<file path="src/rtl/wombat_pkg.sv">
// wombat_pkg: stream widths, header byte offsets, register map and FSM
// state type shared by the wombat trigger/compute datapath.
package wombat_pkg;

    // AXI-Stream widths
    localparam int unsigned TDATA_W = 256;
    localparam int unsigned TKEEP_W = 32;
    localparam int unsigned TUSER_W = 128;

    // Header byte offsets within the first beat
    localparam int unsigned ETYPE_OFS = 12;
    localparam int unsigned VALUE_OFS = 14;
    localparam int unsigned MAC_BYTES = 6;

    // AXI-Lite register map
    localparam logic [31:0] ID_VALUE     = 32'h574F4D42; // "WOMB"
    localparam logic [11:0] REG_ID_ADDR  = 12'h000;
    localparam logic [11:0] REG_CNT_ADDR = 12'h004;
    localparam logic [1:0]  RESP_OKAY    = 2'b00;

    typedef enum logic [1:0] {
        ST_IDLE,
        ST_PASS,
        ST_CALC,
        ST_EMIT
    } state_t;

    // Big-endian 32-bit field starting at byte ofs
    function automatic logic [31:0] get_be32(input logic [TDATA_W-1:0] d,
                                             input int unsigned ofs);
        return {d[ofs*8 +: 8], d[(ofs+1)*8 +: 8],
                d[(ofs+2)*8 +: 8], d[(ofs+3)*8 +: 8]};
    endfunction

    // Read-side register decode; unmapped addresses read as zero
    function automatic logic [31:0] reg_read(input logic [11:0] addr,
                                             input logic [31:0] count);
        case (addr)
            REG_ID_ADDR:  return ID_VALUE;
            REG_CNT_ADDR: return count;
            default:      return '0;
        endcase
    endfunction

endpackage

</file>
<file path="src/rtl/wombat_cf.sv">
// wombat_cf: compute function. Result is input_r + 1; cf_done is a
// delayed copy of start_en, arriving exactly CF_LATENCY cycles later.
module wombat_cf
    import wombat_pkg::*;
#(
    parameter int unsigned CF_LATENCY = 4
) (
    input  logic        clk,
    input  logic        rst,
    input  logic        start_en,
    input  logic [31:0] input_r,
    output logic        cf_done,
    output logic [31:0] cf_return_value
);

    logic [CF_LATENCY-1:0] pipe;

    // Latency shift register carrying the start pulse
    always_ff @(posedge clk or posedge rst) begin
        if (rst) begin
            pipe <= '0;
        end else begin
            pipe[0] <= start_en;
            for (int unsigned i = 1; i < CF_LATENCY; i++) begin
                pipe[i] <= pipe[i-1];
            end
        end
    end

    assign cf_done         = pipe[CF_LATENCY-1];
    assign cf_return_value = input_r + 32'd1;

endmodule

</file>
<file path="src/rtl/wombat.sv">
// wombat: AXI-Stream trigger-packet processor. Trigger packets (matching
// EtherType, 18+ valid bytes) have bytes 14..17 replaced by the compute
// result; all other traffic passes through one register stage.
// Optional build macro: WOMBAT_SWAP_MAC_EN swaps dst/src MAC on emitted beats.
module wombat
    import wombat_pkg::*;
#(
    parameter logic [15:0] ETHERTYPE  = 16'h88B5,
    parameter int unsigned CF_LATENCY = 4
) (
    input  logic               axis_aclk,
    input  logic               axis_reset,
    // ingress
    input  logic [TDATA_W-1:0] s_axis_tdata,
    input  logic [TKEEP_W-1:0] s_axis_tkeep,
    input  logic [TUSER_W-1:0] s_axis_tuser,
    input  logic               s_axis_tvalid,
    output logic               s_axis_tready,
    input  logic               s_axis_tlast,
    // egress
    output logic [TDATA_W-1:0] m_axis_tdata,
    output logic [TKEEP_W-1:0] m_axis_tkeep,
    output logic [TUSER_W-1:0] m_axis_tuser,
    output logic               m_axis_tvalid,
    input  logic               m_axis_tready,
    output logic               m_axis_tlast,
    // AXI-Lite status slave
    input  logic               S_AXI_ACLK,
    input  logic               S_AXI_ARESETN,
    input  logic [11:0]        S_AXI_AWADDR,
    input  logic               S_AXI_AWVALID,
    output logic               S_AXI_AWREADY,
    input  logic [31:0]        S_AXI_WDATA,
    input  logic [3:0]         S_AXI_WSTRB,
    input  logic               S_AXI_WVALID,
    output logic               S_AXI_WREADY,
    output logic [1:0]         S_AXI_BRESP,
    output logic               S_AXI_BVALID,
    input  logic               S_AXI_BREADY,
    input  logic [11:0]        S_AXI_ARADDR,
    input  logic               S_AXI_ARVALID,
    output logic               S_AXI_ARREADY,
    output logic [31:0]        S_AXI_RDATA,
    output logic [1:0]         S_AXI_RRESP,
    output logic               S_AXI_RVALID,
    input  logic               S_AXI_RREADY
);

    state_t             state;
    logic               running;
    logic [TDATA_W-1:0] held_data;
    logic [TKEEP_W-1:0] held_keep;
    logic [TUSER_W-1:0] held_user;
    logic               held_last;

    logic               out_load;
    logic               s_fire;
    logic               is_trigger;
    logic               pass_fire;
    logic [TDATA_W-1:0] mod_data;

    logic [31:0]        user_value;
    logic               user_value_valid;
    logic               start_en;
    logic [31:0]        input_r;
    logic               cf_done;
    logic [31:0]        cf_return_value;
    logic               return_valid;
    logic [31:0]        return_value;
    logic [31:0]        trig_count;

    // Write data and the alternate AXI clock/reset carry no information
    logic unused_axil;
    assign unused_axil = ^{S_AXI_ACLK, S_AXI_ARESETN, S_AXI_AWADDR,
                           S_AXI_WDATA, S_AXI_WSTRB};

    // running keeps s_axis_tready low while reset is asserted
    assign out_load      = !m_axis_tvalid || m_axis_tready;
    assign s_axis_tready = running && (state == ST_IDLE || state == ST_PASS)
                           && out_load;
    assign s_fire        = s_axis_tvalid && s_axis_tready;

    assign is_trigger = (&s_axis_tkeep[17:0])
                        && (s_axis_tdata[ETYPE_OFS*8 +: 8] == ETHERTYPE[15:8])
                        && (s_axis_tdata[(ETYPE_OFS+1)*8 +: 8] == ETHERTYPE[7:0]);

    assign user_value       = get_be32(s_axis_tdata, VALUE_OFS);
    assign user_value_valid = s_fire && (state == ST_IDLE) && is_trigger;
    assign pass_fire        = s_fire && !user_value_valid;

    assign return_valid = (state == ST_EMIT) && out_load;
    assign return_value = cf_return_value;

    // Held first beat with the result patched in (big-endian)
    always_comb begin
        mod_data = held_data;
`ifdef WOMBAT_SWAP_MAC_EN
        for (int unsigned b = 0; b < MAC_BYTES; b++) begin
            mod_data[b*8 +: 8]             = held_data[(b+MAC_BYTES)*8 +: 8];
            mod_data[(b+MAC_BYTES)*8 +: 8] = held_data[b*8 +: 8];
        end
`endif
        for (int unsigned b = 0; b < 4; b++) begin
            mod_data[(VALUE_OFS+b)*8 +: 8] = cf_return_value[(3-b)*8 +: 8];
        end
    end

    // Packet FSM: tracks packet boundaries, holds trigger beats, starts compute
    always_ff @(posedge axis_aclk or posedge axis_reset) begin
        if (axis_reset) begin
            state     <= ST_IDLE;
            running   <= 1'b0;
            held_data <= '0;
            held_keep <= '0;
            held_user <= '0;
            held_last <= 1'b0;
            start_en  <= 1'b0;
            input_r   <= '0;
        end else begin
            running  <= 1'b1;
            start_en <= user_value_valid;
            if (user_value_valid) begin
                input_r <= user_value;
            end
            case (state)
                ST_IDLE: begin
                    if (s_fire) begin
                        if (is_trigger) begin
                            held_data <= s_axis_tdata;
                            held_keep <= s_axis_tkeep;
                            held_user <= s_axis_tuser;
                            held_last <= s_axis_tlast;
                            state     <= ST_CALC;
                        end else if (!s_axis_tlast) begin
                            state <= ST_PASS;
                        end
                    end
                end
                ST_PASS: begin
                    if (s_fire && s_axis_tlast) begin
                        state <= ST_IDLE;
                    end
                end
                ST_CALC: begin
                    if (cf_done) begin
                        state <= ST_EMIT;
                    end
                end
                ST_EMIT: begin
                    if (return_valid) begin
                        state <= held_last ? ST_IDLE : ST_PASS;
                    end
                end
                default: state <= ST_IDLE;
            endcase
        end
    end

    // Egress register: loads a passed beat or the modified held beat
    always_ff @(posedge axis_aclk or posedge axis_reset) begin
        if (axis_reset) begin
            m_axis_tvalid <= 1'b0;
            m_axis_tdata  <= '0;
            m_axis_tkeep  <= '0;
            m_axis_tuser  <= '0;
            m_axis_tlast  <= 1'b0;
        end else if (out_load) begin
            if (return_valid) begin
                m_axis_tvalid <= 1'b1;
                m_axis_tdata  <= mod_data;
                m_axis_tkeep  <= held_keep;
                m_axis_tuser  <= held_user;
                m_axis_tlast  <= held_last;
            end else if (pass_fire) begin
                m_axis_tvalid <= 1'b1;
                m_axis_tdata  <= s_axis_tdata;
                m_axis_tkeep  <= s_axis_tkeep;
                m_axis_tuser  <= s_axis_tuser;
                m_axis_tlast  <= s_axis_tlast;
            end else begin
                m_axis_tvalid <= 1'b0;
            end
        end
    end

    // Trigger counter, one per emitted result
    always_ff @(posedge axis_aclk or posedge axis_reset) begin
        if (axis_reset) begin
            trig_count <= '0;
        end else if (return_valid) begin
            trig_count <= trig_count + 32'd1;
        end
    end

    // AXI-Lite: writes acknowledged and dropped, reads decoded from the map
    always_ff @(posedge axis_aclk or posedge axis_reset) begin
        if (axis_reset) begin
            S_AXI_AWREADY <= 1'b0;
            S_AXI_WREADY  <= 1'b0;
            S_AXI_BVALID  <= 1'b0;
            S_AXI_ARREADY <= 1'b0;
            S_AXI_RVALID  <= 1'b0;
            S_AXI_RDATA   <= '0;
        end else begin
            S_AXI_AWREADY <= !S_AXI_AWREADY && S_AXI_AWVALID && S_AXI_WVALID
                             && !S_AXI_BVALID;
            S_AXI_WREADY  <= !S_AXI_AWREADY && S_AXI_AWVALID && S_AXI_WVALID
                             && !S_AXI_BVALID;
            if (S_AXI_BVALID && S_AXI_BREADY) begin
                S_AXI_BVALID <= 1'b0;
            end else if (S_AXI_AWREADY && S_AXI_AWVALID) begin
                S_AXI_BVALID <= 1'b1;
            end

            S_AXI_ARREADY <= !S_AXI_ARREADY && S_AXI_ARVALID && !S_AXI_RVALID;
            if (S_AXI_RVALID && S_AXI_RREADY) begin
                S_AXI_RVALID <= 1'b0;
            end else if (S_AXI_ARREADY && S_AXI_ARVALID) begin
                S_AXI_RVALID <= 1'b1;
                S_AXI_RDATA  <= reg_read(S_AXI_ARADDR, trig_count);
            end
        end
    end

    assign S_AXI_BRESP = RESP_OKAY;
    assign S_AXI_RRESP = RESP_OKAY;

    wombat_cf #(.CF_LATENCY(CF_LATENCY)) u_cf (
        .clk             (axis_aclk),
        .rst             (axis_reset),
        .start_en        (start_en),
        .input_r         (input_r),
        .cf_done         (cf_done),
        .cf_return_value (cf_return_value)
    );

endmodule

</file>
<file path="config.mk">
export PLATFORM = sky130hd
export DESIGN_NAME = wombat
export DESIGN_NICKNAME = d
export VERILOG_FILES = /design/src/rtl/wombat_pkg.sv /design/src/rtl/wombat_cf.sv /design/src/rtl/wombat.sv
export SDC_FILE = /design/constraint.sdc
export NUM_CORES = 2
export LEC_CHECK = 0
export ABC_AREA = 1
export CORE_AREA = 10 10 358 360
export CTS_CLUSTER_SIZE = 40
export DETAILED_ROUTE_END_ITERATION = 8
export DIE_AREA = 0 0 368 370
export PLACE_DENSITY_LB_ADDON = 0.3
export REMOVE_ABC_BUFFERS = 1
export SETUP_SLACK_MARGIN = 0.1
export SYNTH_ARGS = -nofsm -noshare
export SYNTH_HDL_FRONTEND = slang
export SYNTH_SLANG_ARGS = --single-unit
</file>
<file path="constraint.sdc">
create_clock -name axis_aclk -period 46.4 [get_ports axis_aclk]
set_input_delay 9.28 -clock axis_aclk [delete_from_list [all_inputs] [get_ports axis_aclk]]
set_output_delay 9.28 -clock axis_aclk [all_outputs]
set_load 0.03 [all_outputs]
</file>
==> flow_metrics.tcl <==
set metrics [dict create \
    cp_top_family "buffers and inverters" \
    leakagePower_nw 26.7 \
    path_class "in -> out" \
    hold_depth 0 \
    drt-total-wl_mm 137 \
    ys_warn_count 0 \
    rsz0062_at_grt "false" \
    layout.nets 6361 \
    place.gp.congestion 0.857 \
    drive_gt1_share_pct 3.28 \
    clock_path_buffers 3 \
    ir_drop_mv 0.0296 \
    maxUsedRoutingLayer "met5" \
    cp.required_ps 37120 \
    power_density_nw_per_um2 40.3 \
    cts-root-buf "clkbuf_16" \
    period_share_pct 43.5 \
    dieArea_um2 136000 \
    clk_latency_ps 710 \
    placed_area_um2 50800 \
    route.detailed.drc 0 \
    critical_path.slowest_cell "clkdlybuf4s50_1" \
    cts_inserted_buffers 101 \
    hp-class "reg -> reg" \
    cts_resized 0 \
    finalHoldViolCount 0 \
    drt_iter0_markers 3191 \
    die_w_um 368 \
    tightest_slew_ps 1230 \
    via_per_inst 4.74 \
    cp_max_fo 4 \
    post_drt_wl_per_cell_um 18.0 \
    synth.avg_cell_area_um2 7.95 \
    ys.flop_type "dfrtp_1" \
    period_needed_ps 20190 \
    grt_start_max_net_pins 230 \
    port_buffers 893 \
    setup_violations 0 \
    area_growth_pct 32.0 \
    maxCapViolations 0 \
    fin_cells 7604 \
    hpwl_mm 91.5 \
    synth_edf_count 0 \
    die_y_um 370 \
    finalInstanceArea_um2 54300 \
    post_cts_buffers 0 \
    cts_hold_buffers 0 \
    met3_length_mm 12.1 \
    antenna_found_initial 50 \
    seq_area_frac_synth_pct 55.4 \
    track_usage_pct 19.5 \
    ios 948 \
    path_depth 6 \
    placed_cells 7393 \
    fmax_ghz 0.0495 \
    synth-async-reset-ratio_pct 100 \
    clock-sinks 911 \
    grt-ovfl-total 0 \
    dr.pass1.iters 5 \
    worstRegToRegCells 10 \
    cts_tree "built" \
    relSlewSlack_pct 17.8 \
    yosysUniqueCellTypes 32 \
    wl_met1_mm 56.0 \
    clkTransAtPathRegs_ps 60 \
    cts-htree-levels 3 \
    route.met2.wl_mm 63.2 \
    syn-instance-count 5174 \
    drtAntennaViolNets 0 \
    timing.final.max_slew_violations 0 \
    status "finished, final reports clean" \
    core_um2 121000 \
    max_stage_delay_ps 710 \
    critPathLaunchType "input pin" \
    finClkSkew_ps 34.5 \
    synth_seq_cells 911 \
    rows 128 \
    rrSetupSlack_ps 40340 \
    num_vias 36100 \
    holdWs_ps 352 \
    grt_pass1_vias 35100 \
    grt_pass1_wl_mm 211 \
    start_util_pct 34.0 \
    path_cells "clkdlybuf4s50_1, inv_1, nand2_1, nand2_1, nor2_1, clkdlybuf4s50_1" \
    critPathArrivalTime_ps 10910 \
    synth_area_um2 41100 \
    worst-path-buf-inv 3 \
    cp-end-kind "output pin" \
]
## report_power, final
group	switching [mW]	leakage, nW	total, mW	internal [mW]
Clock	0.339	1.68	0.828	0.489
Combinational	0.275	14.6	0.459	0.184
Sequential	0.0391	10.4	0.899	0.860
## final timing paths
check	startpoint	end
max in group asynchronous	axis_reset	held_user[74]
min reg2reg	u_cf.pipe[2]	u_cf.pipe[3]
min	u_cf.pipe[2]	u_cf.pipe[3]
min in group asynchronous	axis_reset	m_axis_tkeep[30]
max reg2reg	m_axis_tvalid	held_user[78]
max	m_axis_tready	s_axis_tready
## through the flow
| step | util [%] | TNS, ps | setup WS, ps | total power, mW |
|---|---|---|---|---|
| floorplan | - | -542270 | -1300 | 1.16 |
| global placement | 42.0 | 0 | 26190 | 1.37 |
| detailed placement | 42.0 | 0 | 26180 | 1.38 |
| CTS | 44.8 | 0 | 26180 | 2.22 |
| global route | 44.8 | 0 | 26060 | 2.28 |
| finish | 44.9 | 0 | 26210 | 2.19 |
## metal layers
layer	vias to the layer above	GRT usage, %
met5	-	0
met4	44	7.97
met3	276	7.02
met2	990	31.2
met1	17100	23.7
li1	17700	-
## cell usage after synthesis (all sizes together) (4+ instances only)
cell type	instances	share of area [%]
nand2	1936	18
dfrtp	911	55
o21ai	784	9.5
inv	486	4.4
nand3	471	5.7
clkbuf	170	1.6
buf	163	2.5
nor2	153	1.4
xor2	27	0.57
a21oi	20	0.24
nor3	14	0.17
o31ai	13	0.24
nand4	6	0.13
xnor2	4	0.085
## layout make-up
cell class                 instances  area (µm²)
fill                           11900       66800
tap                             1625        2030
clock buffer                     155        3040
timing repair buffer             924        9280
inverter                         486        1850
multi-input combinational       3447       14900
clock inverter                    27         347
sequential                       911       22800
antenna                           29        72.6
## placed cells by master (no fill, tap or decap), types with 2 or more instances in the layout
| cell | n |
|---|---|
| clkbuf_1 | 26 |
| bufinv_16 | 7 |
| o21ai_1 | 61 |
| clkinv_2 | 15 |
| a21oi_1 | 20 |
| o22ai_1 | 2 |
| xor2_1 | 27 |
| xnor2_1 | 4 |
| nor4_1 | 2 |
| clkbuf_8 | 25 |
| nand4_1 | 5 |
| nand3_1 | 470 |
| o21ai_0 | 723 |
| dfrtp_1 | 911 |
| inv_1 | 483 |
| ha_1 | 2 |
| nand3b_1 | 2 |
| inv_8 | 3 |
| buf_12 | 9 |
| clkbuf_16 | 104 |
| nand2_1 | 1934 |
| diode_2 | 29 |
| inv_6 | 2 |
| nor2_1 | 152 |
| o31ai_1 | 13 |
| nor3_1 | 14 |
| conb_1 | 5 |
| o21bai_1 | 2 |
| buf_4 | 22 |
| clkdlybuf4s50_1 | 893 |
## worst reg2reg max path: stages, from the launching register on
cell     delay [ps]
dfrtp_1         380
nand2_1         190
nand3_1         200
nor2_2          170
nand4_4         420
inv_8           750
buf_4          1040
buf_4           910
buf_4           780
buf_4           860
o21ai_0         230
## registers in the layout, summed over array words and instances (netlist names), 2 cells and up
name and cells:
m_axis_tdata 256, held_data 224, held_user 128, m_axis_tuser 128
S_AXI_RDATA 32, held_keep 32, input_r 32, m_axis_tkeep 32
trig_count 32, u_cf.pipe 4, state 2
## cells by family after synthesis
kind of cell,count (synthesis),share of synthesized area (%)
simple gates,2587,25.2
flops,911,55.4
xor+xnor,31,0.660
other cells,2,0.0183
fa+ha+maj,2,0.0608
buf+inv,819,8.51
compound gates,822,10.1
No activity file was read; power rests on OpenSTA's default activity.
